**src/rtl/int_pkg.sv**
```systemverilog
// int_pkg: shared constants and FSM encoding for the interrupt responder
package int_pkg;
    localparam logic [31:0] DEF_BASE_ADDR = 32'h0000_7F20;
    localparam logic [1:0]  OFS_ACK   = 2'd0;
    localparam logic [1:0]  OFS_PEND  = 2'd1;
    localparam logic [1:0]  OFS_MASK  = 2'd2;
    localparam logic [1:0]  OFS_TOTAL = 2'd3;
    typedef enum logic [1:0] {IDLE, ASSERT, HOLD} state_t;
endpackage

```
**src/rtl/int_responder_if.sv**
```systemverilog
// int_responder_if: system-bridge load/store port of the interrupt responder window
interface int_responder_if;
    logic [31:0] m_int_addr;
    logic [3:0]  m_int_byteen;
    logic [31:0] m_int_wdata;
    logic        m_int_rd;
    logic [31:0] m_int_rdata;
    modport master (output m_int_addr, m_int_byteen, m_int_wdata, m_int_rd, input m_int_rdata);
    modport slave  (input m_int_addr, m_int_byteen, m_int_wdata, m_int_rd, output m_int_rdata);
endinterface

```
**src/rtl/int_edge_sync.sv**
```systemverilog
// int_edge_sync: optional 2-flop synchronizer (macro INT_SYNC_EN) plus rising-edge detect
module int_edge_sync (
    input  logic clk,
    input  logic reset,
    input  logic i_interrupt,
    output logic o_req
);
    logic w_in;
    logic r_int_q;
`ifdef INT_SYNC_EN
    logic [1:0] r_sync;
    // two-flop synchronizer so asynchronous interrupt sources are safe
    always_ff @(posedge clk or negedge reset)
        if (!reset) r_sync <= '0;
        else        r_sync <= {r_sync[0], i_interrupt};
    assign w_in = r_sync[1];
`else
    assign w_in = i_interrupt;
`endif
    // remember the previous level so a rising edge yields a one-cycle request
    always_ff @(posedge clk or negedge reset)
        if (!reset) r_int_q <= 1'b0;
        else        r_int_q <= w_in;
    assign o_req = w_in & ~r_int_q;
endmodule

```
**src/rtl/int_responder.sv**
```systemverilog
// int_responder: queued external-interrupt responder with ACK/PEND/MASK/TOTAL window (macro INT_SYNC_EN)
module int_responder
    import int_pkg::*;
#(
    parameter logic [31:0] BASE_ADDR = DEF_BASE_ADDR,
    parameter int          PEND_W    = 4,
    parameter int          HOLDOFF   = 2
) (
    input  logic            clk,
    input  logic            reset,
    input  logic            interrupt,
    int_responder_if.slave  bus,
    output logic            irq_req,
    output logic            int_ack
);
    localparam int HW = $clog2(HOLDOFF + 1);

    logic [PEND_W-1:0] r_pend;
    logic              r_ovf;
    logic              r_mask;
    logic [31:0]       r_total;
    logic              r_ack;
    logic [31:0]       r_rdata;
    state_t            r_state;
    logic [HW-1:0]     r_hold;

    logic              w_req;
    logic [31:0]       w_ofs;
    logic              w_hit;
    logic              w_wr;
    logic [1:0]        w_idx;
    logic              w_ack_hit;
    logic              w_full;
    logic              w_inc;
    logic              w_dec;
    logic [PEND_W-1:0] w_pend_next;
    logic              w_mask_next;
    logic [31:0]       w_total_next;
    logic [31:0]       w_rdata;
    state_t            w_state_next;
    logic [HW-1:0]     w_hold_next;
    logic              w_unused;

    int_edge_sync u_edge (
        .clk         (clk),
        .reset       (reset),
        .i_interrupt (interrupt),
        .o_req       (w_req)
    );

    // decode: offset from base covers any word-aligned base, window is 16 bytes
    assign w_ofs     = bus.m_int_addr - BASE_ADDR;
    assign w_hit     = (w_ofs[31:4] == '0);
    assign w_idx     = w_ofs[3:2];
    assign w_wr      = w_hit & (|bus.m_int_byteen);
    assign w_ack_hit = w_wr & (w_idx == OFS_ACK) & (r_pend != '0);
    assign w_full    = &r_pend;
    assign w_inc     = w_req & ~w_ack_hit;
    assign w_dec     = w_ack_hit & ~w_req;
    assign w_pend_next  = (w_inc & ~w_full) ? r_pend + 1'b1 : w_dec ? r_pend - 1'b1 : r_pend;
    assign w_mask_next  = (w_wr & (w_idx == OFS_MASK) & bus.m_int_byteen[0]) ? bus.m_int_wdata[0] : r_mask;
    assign w_total_next = (w_wr & (w_idx == OFS_TOTAL)) ? '0 : r_total + {31'b0, w_req};
    assign w_unused     = ^{bus.m_int_wdata[31:1], w_ofs[1:0]};

    // read mux; ACK and out-of-window reads return zero
    always_comb begin
        w_rdata = '0;
        if (bus.m_int_rd && w_hit)
            case (w_idx)
                OFS_PEND:  w_rdata = 32'({r_ovf, r_pend});
                OFS_MASK:  w_rdata = {31'b0, r_mask};
                OFS_TOTAL: w_rdata = r_total;
                default:   w_rdata = '0;
            endcase
    end

    // request queue, mask, edge total, ack pulse and registered read data
    always_ff @(posedge clk or negedge reset)
        if (!reset) begin
            r_pend  <= '0;
            r_ovf   <= 1'b0;
            r_mask  <= 1'b1;
            r_total <= '0;
            r_ack   <= 1'b0;
            r_rdata <= '0;
        end else begin
            r_pend  <= w_pend_next;
            r_ovf   <= r_ovf | (w_inc & w_full);
            r_mask  <= w_mask_next;
            r_total <= w_total_next;
            r_ack   <= w_ack_hit;
            r_rdata <= w_rdata;
        end

    // FSM next state: HOLD keeps IRQ low for HOLDOFF cycles so the CPU pipeline drains
    always_comb begin
        w_state_next = r_state;
        w_hold_next  = r_hold;
        case (r_state)
            IDLE:
                if (w_pend_next != '0 && w_mask_next) w_state_next = ASSERT;
            ASSERT:
                if (w_ack_hit) begin
                    w_state_next = HOLD;
                    w_hold_next  = '0;
                end else if (!w_mask_next) w_state_next = IDLE;
            HOLD:
                if (r_hold == HW'(HOLDOFF - 1))
                    w_state_next = (w_pend_next != '0 && w_mask_next) ? ASSERT : IDLE;
                else
                    w_hold_next = r_hold + 1'b1;
            default:
                w_state_next = IDLE;
        endcase
    end

    // FSM state and holdoff counter registers
    always_ff @(posedge clk or negedge reset)
        if (!reset) begin
            r_state <= IDLE;
            r_hold  <= '0;
        end else begin
            r_state <= w_state_next;
            r_hold  <= w_hold_next;
        end

    assign irq_req         = (r_state == ASSERT);
    assign int_ack         = r_ack;
    assign bus.m_int_rdata = r_rdata;
endmodule

```
**src/flat_wrapper.sv**
```systemverilog
// flat-port wrapper written by rule: the top's interface ports become plain ports
module int_responder_flat import int_pkg::*;
#(
    parameter logic [31:0] BASE_ADDR = DEF_BASE_ADDR,
    parameter int          PEND_W    = 4,
    parameter int          HOLDOFF   = 2
)
  (clk, reset, interrupt, irq_req, int_ack, bus_m_int_addr, bus_m_int_byteen, bus_m_int_wdata, bus_m_int_rd, bus_m_int_rdata);
  int_responder_if bus_i ();
  input  logic clk;
  input  logic reset;
  input  logic interrupt;
  output logic irq_req;
  output logic int_ack;
  input wire logic [$bits(bus_i.m_int_addr)-1:0] bus_m_int_addr;
  input wire logic [$bits(bus_i.m_int_byteen)-1:0] bus_m_int_byteen;
  input wire logic [$bits(bus_i.m_int_wdata)-1:0] bus_m_int_wdata;
  input wire logic [$bits(bus_i.m_int_rd)-1:0] bus_m_int_rd;
  output wire logic [$bits(bus_i.m_int_rdata)-1:0] bus_m_int_rdata;
  assign bus_i.m_int_addr = bus_m_int_addr;
  assign bus_i.m_int_byteen = bus_m_int_byteen;
  assign bus_i.m_int_wdata = bus_m_int_wdata;
  assign bus_i.m_int_rd = bus_m_int_rd;
  assign bus_m_int_rdata = bus_i.m_int_rdata;
  int_responder #(.BASE_ADDR(BASE_ADDR), .PEND_W(PEND_W), .HOLDOFF(HOLDOFF)) u_core (.clk(clk), .reset(reset), .interrupt(interrupt), .bus(bus_i), .irq_req(irq_req), .int_ack(int_ack));
endmodule
```
**config.mk**
```make
export PLATFORM = sky130hd
export DESIGN_NAME = int_responder_flat
export DESIGN_NICKNAME = d
export VERILOG_FILES = /design/src/rtl/int_pkg.sv /design/src/rtl/int_responder_if.sv /design/src/rtl/int_edge_sync.sv /design/src/rtl/int_responder.sv /design/src/flat_wrapper.sv
export SDC_FILE = /design/constraint.sdc
export NUM_CORES = 1
export LEC_CHECK = 0
export ABC_AREA = 1
export CAP_MARGIN = 30
export CORE_ASPECT_RATIO = 0.6
export CORE_MARGIN = 2
export CORE_UTILIZATION = 39
export DETAILED_ROUTE_END_ITERATION = 16
export GPL_TIMING_DRIVEN = 1
export MAX_ROUTING_LAYER = met4
export PLACE_DENSITY = 0.63
export SYNTH_ARGS = -nofsm -noshare
export SYNTH_HDL_FRONTEND = slang
export SYNTH_SLANG_ARGS = --single-unit
```
**constraint.sdc**
```tcl
create_clock -name clk -period 7.4 [get_ports clk]
set_clock_uncertainty 0.2 [all_clocks]
set_input_delay 1.48 -clock clk [delete_from_list [all_inputs] [get_ports clk]]
set_output_delay 1.48 -clock clk [all_outputs]
set_load 0.02 [all_outputs]
```
After elaboration in Yosys (flattened, before gate mapping)
Index checks and enable logic that the tools add are counted.
W data, S select, Z words.
{"block": "word_totals", "register_bits": 76, "in_bits": 72, "output_inout_bits": 34, "word_cells": 68}
{"block": "op_classes", "addsub": 5, "n_eq_ne": 11, "mux": 15, "bitwise": 16, "n_reduce_logical": 12}
{"cell": "$pmux W32 S3", "count": 1}
{"cell": "$mux W32", "count": 2}
{"cell": "$add A32 B1 Y32", "count": 1}
{"cell": "$sub A32 B15 Y32 const B", "count": 1}
{"cell": "$logic_not A28 Y1", "count": 1}
{"cell": "$mux W2", "count": 6}
{"cell": "$and A1 B1 Y1", "count": 11}
{"cell": "$mux W4", "count": 2}
{"cell": "$reduce_bool A4 Y1", "count": 2}
{"cell": "$eq A2 B1 Y1 const B", "count": 3}
{"cell": "$eq A2 B2 Y1 const B", "count": 3}
{"cell": "$ne A2 B1 Y1 const B", "count": 3}
{"cell": "$pmux W2 S3", "count": 1}
{"cell": "$reduce_and A3 Y1", "count": 2}
{"cell": "$add A4 B1 Y4 const B", "count": 1}
{"cell": "$logic_not A2 Y1", "count": 2}
{"cell": "$not A1 Y1", "count": 4}
{"cell": "$pmux W2 S2", "count": 1}
{"cell": "$reduce_and A4 Y1", "count": 1}
{"cell": "$reduce_or A4 Y1", "count": 1}
{"cell": "$sub A4 B1 Y4 const B", "count": 1}
{"cell": "$ne A3 B2 Y1 const B", "count": 1}
{"cell": "$add A2 B1 Y2 const B", "count": 1}
{"cell": "$logic_and A1 B1 Y1", "count": 2}
{"cell": "4 further kinds", "count": 5}

Longest topological paths before layout
Gate-level depths: netlist of the first run.
{"block": "depth", "depth_word": 14, "depth_mapped": 23, "depth_no_buf": 23}

Hierarchy
Synthesis of the first run repeated with hierarchy kept, for this count alone.
{"block": "hier_totals", "cells_unflattened": 648, "hier_area_um2": 4642.0}
{"module": "int_responder", "n_inst": 1, "cells_each": 645, "area_each_um2": 4606.9, "seq_area_each_um2": 1878.1}
{"module": "int_edge_sync", "n_inst": 1, "cells_each": 3, "area_each_um2": 35.0, "seq_area_each_um2": 25.0}

Worst setup path after synthesis of the first run
No wires, ideal clock.
{"block": "synth_timing", "path_kind": "input to register", "startpoint": "in interrupt", "endpoint": "reg u_core.r_total[26]", "setup_ns": 0.120, "t_arrival_ns": 3.757, "t_required_ns": 7.080, "path_slack_ns": 3.323, "path_stages": 18, "n_path_buf": 0, "cell_sequence": "inv_1 -> nor2_1 -> ha_1 -> ha_1 -> nand4_1 -> or2_1 -> nor2_2 -> nand4_1 -> nor2_1 -> nand2_1 -> nor2_2 -> nand2_1 -> nor2_1 -> nand3_1 -> nor2_1 -> nand3_1 -> o211ai_1 -> inv_1"}
{"block": "synth_between", "elab_chain_cells": 3}
{"element": "start: declaration", "line_no": "flat_wrapper.sv:12", "source": "input logic interrupt;"}
{"element": "$and A1 B1 Y1", "line_no": "int_edge_sync.sv:24", "source": "assign o_req = w_in & ~r_int_q;"}
{"element": "$add A32 B1 Y32", "line_no": "int_responder.sv:62", "source": "assign w_total_next = (w_wr & (w_idx == OFS_TOTAL)) ? '0 : r_total + {31'b0, w_req};"}
{"element": "$mux W32", "line_no": "int_responder.sv:62"}
{"element": "net u_core.w_total_next[26]", "line_no": "int_responder.sv:38", "source": "logic [31:0] w_total_next;"}
{"element": "end signal: assignment", "line_no": "int_responder.sv:90", "source": "r_total <= w_total_next;"}
{"element": "end: declaration", "line_no": "int_responder.sv:21", "source": "logic [31:0] r_total;"}
The timed path passes the listed nets, and every way through them passes these cells.
A chain may end at the register's enable or synchronous reset.

Worst setup path in the final report of the first run
Same ends and word-level chain as after synthesis.

==> flow_metrics.env, run 1 <==
export IMPL_setup_worst_path_class="in2reg"
export IMPL_initial_antenna_violation_count=0
export IMPL_critical_path_most_common_cell="nor2_1"
export IMPL_worst_path_buf_inv=3
export IMPL_starting_density_of_the_core=0.404
export IMPL_layout_drive_gt1_share=0.0784
export IMPL_antennaDiodeCount=0
export IMPL_worst_slew_pin_slew_ns=1.01
export IMPL_via_count_of_the_first_global_routing_pass=3993
export IMPL_ir_drop_uv=143
export IMPL_async_reset_ff_frac=1.00
export IMPL_grt_setup_unrepaired="false"
export IMPL_port_buffers=72
export IMPL_fin_crit_period_ns=5.00
export IMPL_worst_r2r_cell_count=18
export IMPL_largest_net_degree_at_the_start_of_global_routing=77
export IMPL_cp_top_family="simple AND/OR/NAND/NOR gates"
export IMPL_synthesis_instances=658
export IMPL_stdcell_area_sq_um=5930
export IMPL_syn_to_final_growth_pct=28.2
export IMPL_power_density_nw_per_um2=212
export IMPL_drc=0
export IMPL_total_leakage_power_uw=0.00298
export IMPL_post_cts_setup_buffer_count=0
export IMPL_crit_required_ns=7.47
export IMPL_die_height_microns=88.4
export IMPL_cp_cell_sequence="clkdlybuf4s50_1 > inv_1 > nor2_1 > ha_1 > ha_1 > nand4_1 > or2_1 > nor2_2 > nand4_1 > nor2_1 > nand2_1 > nor2_2 > nand2_1 > nor2_1 > nand3_1 > nor2_1 > nand3_1 > o21ai_1 > o211ai_1 > inv_1"
export IMPL_worstSkewPairLatency_ns=0.33
export IMPL_synth_area_leaders="dfrtp_1, nand2_1, inv_1"
export IMPL_utilization=0.518
export IMPL_detailed_place_hpwl_mm=9.66
export IMPL_vias=4429
export IMPL_postRouteAntennaNets=0
export IMPL_final_setup_tns_ns=0
export IMPL_cts_buffers=9
export IMPL_synth_lib_cells_used_distinct=37
export IMPL_floorplan_die_width_microns=145
export IMPL_route_detailed_wl_per_inst_microns=13.8
export IMPL_cts_max_path_buffers=2
export IMPL_drt_pass1_iterations=5
export IMPL_count_of_state_elements_after_synthesis=76
export IMPL_max_clock_freq_mhz=200
export IMPL_layout_worst_path_cycle_share=0.676
export IMPL_floorplan_die_area_sq_um=12800
export IMPL_min_path_type="reg2reg"
export IMPL_cts_tree="yes"
export IMPL_final_fill_count=1098
export IMPL_post_synth_top_area_cell="dfrtp_1"
export IMPL_timing_critical_path_depth=20
export IMPL_post_cts_resized_instances=0
export IMPL_clock_tree_htree_level_count=3
export IMPL_clock_sink_count=76
export IMPL_cts_hold_repair_buffers=0
export IMPL_hold_viol_final=0
export IMPL_worstPathMaxFanout=7
export IMPL_outcome="completed"
export IMPL_finalWeightedCongestion=0.965
export IMPL_globalRoute_totalOverflow=0
export IMPL_yosysTopAreaCellShare=0.405
export IMPL_synth_yosys_warnings=0
export IMPL_cts_root_buf="clkbuf_16"
export IMPL_hold_ws_ns=0.277
export IMPL_hold_depth=1
export IMPL_core_area_sq_um=11400
export IMPL_final_max_slew_violation_count=0
export IMPL_setup_worst_path_end_class="flop"
export IMPL_fin_nets=813
export IMPL_path_clk_slew_ns=0.05
export IMPL_critPathArrivalTime_ns=5.07
export IMPL_layout_cells_non_filler=900
export IMPL_dp_cell_count=883
export IMPL_drt_total_wl_mm=12.4
export IMPL_crit_path_max_incr_delay_ns=0.48
export IMPL_drt_iter0_drc=486
export IMPL_critical_path_source_type="primary input"
export IMPL_core_rowCount=30
export IMPL_synth_nets=736
export IMPL_number_of_enable_type_register_cells_in_the_synthesized_netlist=0
export IMPL_synth_area_per_cell_sq_um=7.04
export IMPL_io_pins=106
export IMPL_synth_seq_area_share=0.411
export IMPL_placedInstanceArea_sq_um=5540
export IMPL_timing_max_slew_rel_slack=0.328
export IMPL_grt_first_pass_wirelength_mm=20.5
export IMPL_viasPerCell=4.92
export IMPL_synth_area_sq_um=4630
export IMPL_finalSetupViolations=0
export IMPL_groute_usage_overall=0.216
export IMPL_maxCapViolations=0
export IMPL_synth_most_common_cell="nand2_1"
export IMPL_synth_cells_most_frequent="nand2_1, inv_1, dfrtp_1, nor2_1, nand3_1"
export IMPL_dominantRegCellSynth="dfrtp_1"
export IMPL_critical_path_slowest_cell="clkdlybuf4s50_1"
per-layer routing:
metal / track usage / wire length, microns
met5: - / 0
met4: 0.0397 / 107
met3: 0.0541 / 990
met2: 0.273 / 4440
met1: 0.340 / 6910
final cells by class:
class                           count  area, sq um  area share
Clock buffer                       12          246      0.0415
Clock inverter                      4          120      0.0202
Inverter                          123          462      0.0778
Multi-Input combinational cell    450         2220       0.375
Sequential cell                    76         1900       0.321
Tap cell                          160          200      0.0337
Timing Repair Buffer               75          778       0.131
path summary, 6_finish.rpt:
check / start / end / slack [ns]
setup / recovery: interrupt / u_core.r_total[26]$_DFF_PN0_ / 2.40
hold / removal: u_core.r_ovf$_DFF_PN0_ / u_core.r_ovf$_DFF_PN0_ / 0.28
setup reg to reg: u_core.u_edge.r_int_q$_DFF_PN0_ / u_core.r_total[26]$_DFF_PN0_ / 3.69
hold reg to reg: u_core.r_ovf$_DFF_PN0_ / u_core.r_ovf$_DFF_PN0_ / 0.28
max in group asynchronous: reset / u_core.r_mask$_DFF_PN1_ / 5.62
min in group asynchronous: reset / u_core.bus.m_int_rdata[25]$_DFF_PN0_ / 0.82
cell families after synthesis:
group / synth area share
xor+xnor: 0.0114
simple gates: 0.411
flops: 0.411
fa+ha+maj: 0.0162
compound gates: 0.0422
buf+inv: 0.109
power breakdown:
group	leakage [uW]	switching (uW)	internal, uW
Combinational	0.00186	140	85.3
Sequential	0.000944	41.8	459
Clock	0.000177	162	373
Total	0.00298	344	917
cell usage in the layout (no fill, tap or decap), drive strengths merged:
| cell type | count |
|---|---|
| nand2 | 180 |
| ha | 6 |
| inv | 122 |
| bufinv | 4 |
| o21bai | 2 |
| o21ai | 19 |
| clkbuf | 12 |
| nand3b | 7 |
| clkinv | 1 |
| nor3b | 2 |
| or2 | 6 |
| a31oi | 2 |
| dfrtp | 75 |
| a21oi | 6 |
| a21o | 1 |
| o211ai | 1 |
| xor2 | 6 |
| nor4 | 11 |
| nor2 | 85 |
| clkdlybuf4s50 | 71 |
| dfstp | 1 |
| buf | 4 |
| nand4 | 18 |
| nor3 | 33 |
| o221ai | 1 |
| nand3 | 64 |
flip-flops by register name, indices dropped and copies added, names as in the netlist:
register                count
u_core.r_ovf                1
u_core.r_mask               1
u_core.r_total             32
u_core.u_edge.r_int_q       1
u_core.r_state              2
u_core.r_pend               4
u_core.r_hold               2
u_core.bus.m_int_rdata     32
u_core.int_ack              1
stage by stage:
step / setup slack [ns] / power, uW
after floorplan: 3.32 / 645
after global placement: 2.21 / 720
after detailed placement: 2.15 / 727
after CTS: 2.48 / 1260
after global routing: 1.94 / 1330
final: 2.40 / 1260
No activity file was read; power rests on OpenSTA's default activity.
==> run 2, diff against run 1 <==
==> constraint.sdc (replaced) <==
create_clock -name clk -period 4.73 [get_ports clk]
set_clock_uncertainty 0.2 [all_clocks]
set_input_delay 0.946 -clock clk [delete_from_list [all_inputs] [get_ports clk]]
set_output_delay 0.946 -clock clk [all_outputs]
set_load 0.02 [all_outputs]
==> run 2 against run 1 <==
Against the previous run:
- sequential power increased by 57%
- worst hold slack gained 0.0016 ns
- final cell count increased by 0.44%
- count of clock-buffer cells in the layout decreased by 2
- clock power grew 26%
- register-to-register slack got worse by 2.4 ns
- largest power group is now registers
- highest routed layer unchanged
==> flow_metrics.env, run 2 (synthesis results as in run 1) <==
export IMPL_power_density_nw_per_um2=310
export IMPL_layout_commonest_cell="nand2_1"
export IMPL_initial_antenna_violation_count=0
export IMPL_critPathArrivalTime_ns=4.22
export IMPL_layout_worst_path_cycle_share=0.877
export IMPL_post_cts_resized_instances=0
export IMPL_seq_power_share=0.431
export IMPL_utilization=0.513
export IMPL_setup_worst_path_class="in2reg"
export IMPL_worst_r2r_cell_count=18
export IMPL_route_detailed_wl_per_inst_microns=14.2
export IMPL_power_report_internal_total_uw=1270
export IMPL_drc=0
export IMPL_drt_iter0_drc=353
export IMPL_grt_setup_unrepaired="false"
export IMPL_starting_density_of_the_core=0.404
export IMPL_cts_tree="yes"
export IMPL_floorplan_die_area_sq_um=12800
export IMPL_total_leakage_power_uw=0.00296
export IMPL_syn_to_final_growth_pct=26.9
export IMPL_switching_power_uw=551
export IMPL_postRouteAntennaNets=0
export IMPL_min_path_type="reg2reg"
export IMPL_cts_buffers=9
export IMPL_critical_path_source_type="primary input"
export IMPL_path_clk_slew_ns=0.05
export IMPL_largest_net_degree_at_the_start_of_global_routing=77
export IMPL_cts_root_buf="clkbuf_16"
export IMPL_fin_crit_period_ns=4.15
export IMPL_pwr_share_comb=0.199
export IMPL_maxCapViolations=0
export IMPL_hold_path_startpoint="u_core.r_ovf$_DFF_PN0_"
export IMPL_core_rowCount=30
export IMPL_hold_ws_ns=0.278
export IMPL_ff2ff_setup_slack_ns=1.33
export IMPL_max_clock_freq_mhz=241
export IMPL_cts_hold_repair_buffers=0
export IMPL_detailed_place_hpwl_mm=9.83
export IMPL_worstSkewPairLatency_ns=0.34
export IMPL_crit_reg2reg_capture="u_core.r_total[26]$_DFF_PN0_"
export IMPL_post_cts_setup_buffer_count=0
export IMPL_finalWeightedCongestion=0.904
export IMPL_power_share_clock=0.370
export IMPL_clock_sink_count=76
export IMPL_final_max_slew_violation_count=0
export IMPL_final_setup_tns_ns=0
export IMPL_core_area_sq_um=11400
export IMPL_antennaDiodeCount=0
export IMPL_floorplan_die_width_microns=145
export IMPL_via_count_of_the_first_global_routing_pass=3988
export IMPL_outcome="completed"
export IMPL_vias=4478
export IMPL_ir_drop_uv=221
export IMPL_hold_viol_final=0
export IMPL_drt_pass1_iterations=5
export IMPL_port_buffers=72
export IMPL_globalRoute_totalOverflow=0
export IMPL_cts_max_path_buffers=2
export IMPL_crit_required_ns=4.80
export IMPL_grt_first_pass_wirelength_mm=20.6
export IMPL_io_pins=106
export IMPL_worst_slew_pin_slew_ns=0.501
export IMPL_whs_endpoint="u_core.r_ovf$_DFF_PN0_"
export IMPL_reg2reg_from="u_core.u_edge.r_int_q$_DFF_PN0_"
export IMPL_fin_nets=818
export IMPL_layout_drive_gt1_share=0.0860
export IMPL_setup_worst_path_end_class="flop"
export IMPL_clock_tree_htree_level_count=3
export IMPL_die_height_microns=88.4
export IMPL_timing_max_slew_rel_slack=0.663
export IMPL_mostFrequentLayoutCells="nand2_1, inv_1, dfrtp_1, nor2_1, clkdlybuf4s50_1"
export IMPL_viasPerCell=4.95
export IMPL_worstPathMaxFanout=3
export IMPL_net_sw_frac=0.303
export IMPL_drt_total_wl_mm=12.8
export IMPL_hold_depth=1
export IMPL_finalSetupViolations=0
export IMPL_groute_usage_overall=0.217
## run 2: worst max path at each step
stage                                        end  slack (ns)  startpoint
finish              u_core.r_total[26]$_DFF_PN0_        0.58   interrupt
global route        u_core.r_total[25]$_DFF_PN0_        0.18   interrupt
CTS                 u_core.r_total[26]$_DFF_PN0_        0.69   interrupt
detailed placement  u_core.r_total[26]$_DFF_PN0_        0.35   interrupt
global placement    u_core.r_total[26]$_DFF_PN0_        0.39   interrupt
floorplan           u_core.r_total[26]$_DFF_PN0_        1.19   interrupt
## run 2: worst max-delay path, stage by stage
cell             delay (ns)
clkdlybuf4s50_1        0.47
inv_1                  0.04
nor2_1                 0.27
ha_1                   0.26
ha_1                   0.19
nand4_1                0.16
or2_1                  0.29
nor2_2                 0.13
nand4_1                0.12
nor2_1                 0.11
nand2_1                0.08
nor2_2                 0.12
nand2_1                0.11
nor2_1                 0.15
nand3_1                0.12
nor2_1                 0.17
nand3_1                0.16
o21ai_1                0.15
o211ai_1               0.09
inv_1                  0.07
## run 2: cell type report
cell class / instances / area [sq um]
Timing Repair Buffer: 80 / 796
Clock inverter: 5 / 52.6
Sequential cell: 76 / 1900
Clock buffer: 10 / 239
Fill cell: 1114 / 5570
Inverter: 123 / 462
Multi-Input combinational cell: 450 / 2220
Tap cell: 160 / 200
## run 2: layer usage
metal	GRT usage	part of all wire
met5	-	0
met4	0.0441	0.0073
met3	0.0584	0.065
met2	0.268	0.37
met1	0.344	0.56
## run 2: power groups by stage
stage                     Clock (uW)  Combinational [uW]  Sequential [uW]
after global routing             715                 409              792
after CTS                        687                 355              783
after detailed placement           0                 352              794
final                            674                 362              785
after floorplan                    0                 235              774
after global placement             0                 342              789
## run 2: stage by stage
step | setup slack [ns] | cells | power (uW) | cell area, sq um
2_1_floorplan | 1.19 | 658 | 1010 | 4630
3_5_place_dp | 0.349 | 888 | 1150 | 5560
5_1_grt | 0.176 | 904 | 1920 | 5880
6_report | 0.581 | 904 | 1820 | 5880
3_3_place_gp | 0.390 | 888 | 1130 | 5560
4_1_cts | 0.687 | 903 | 1830 | 5850
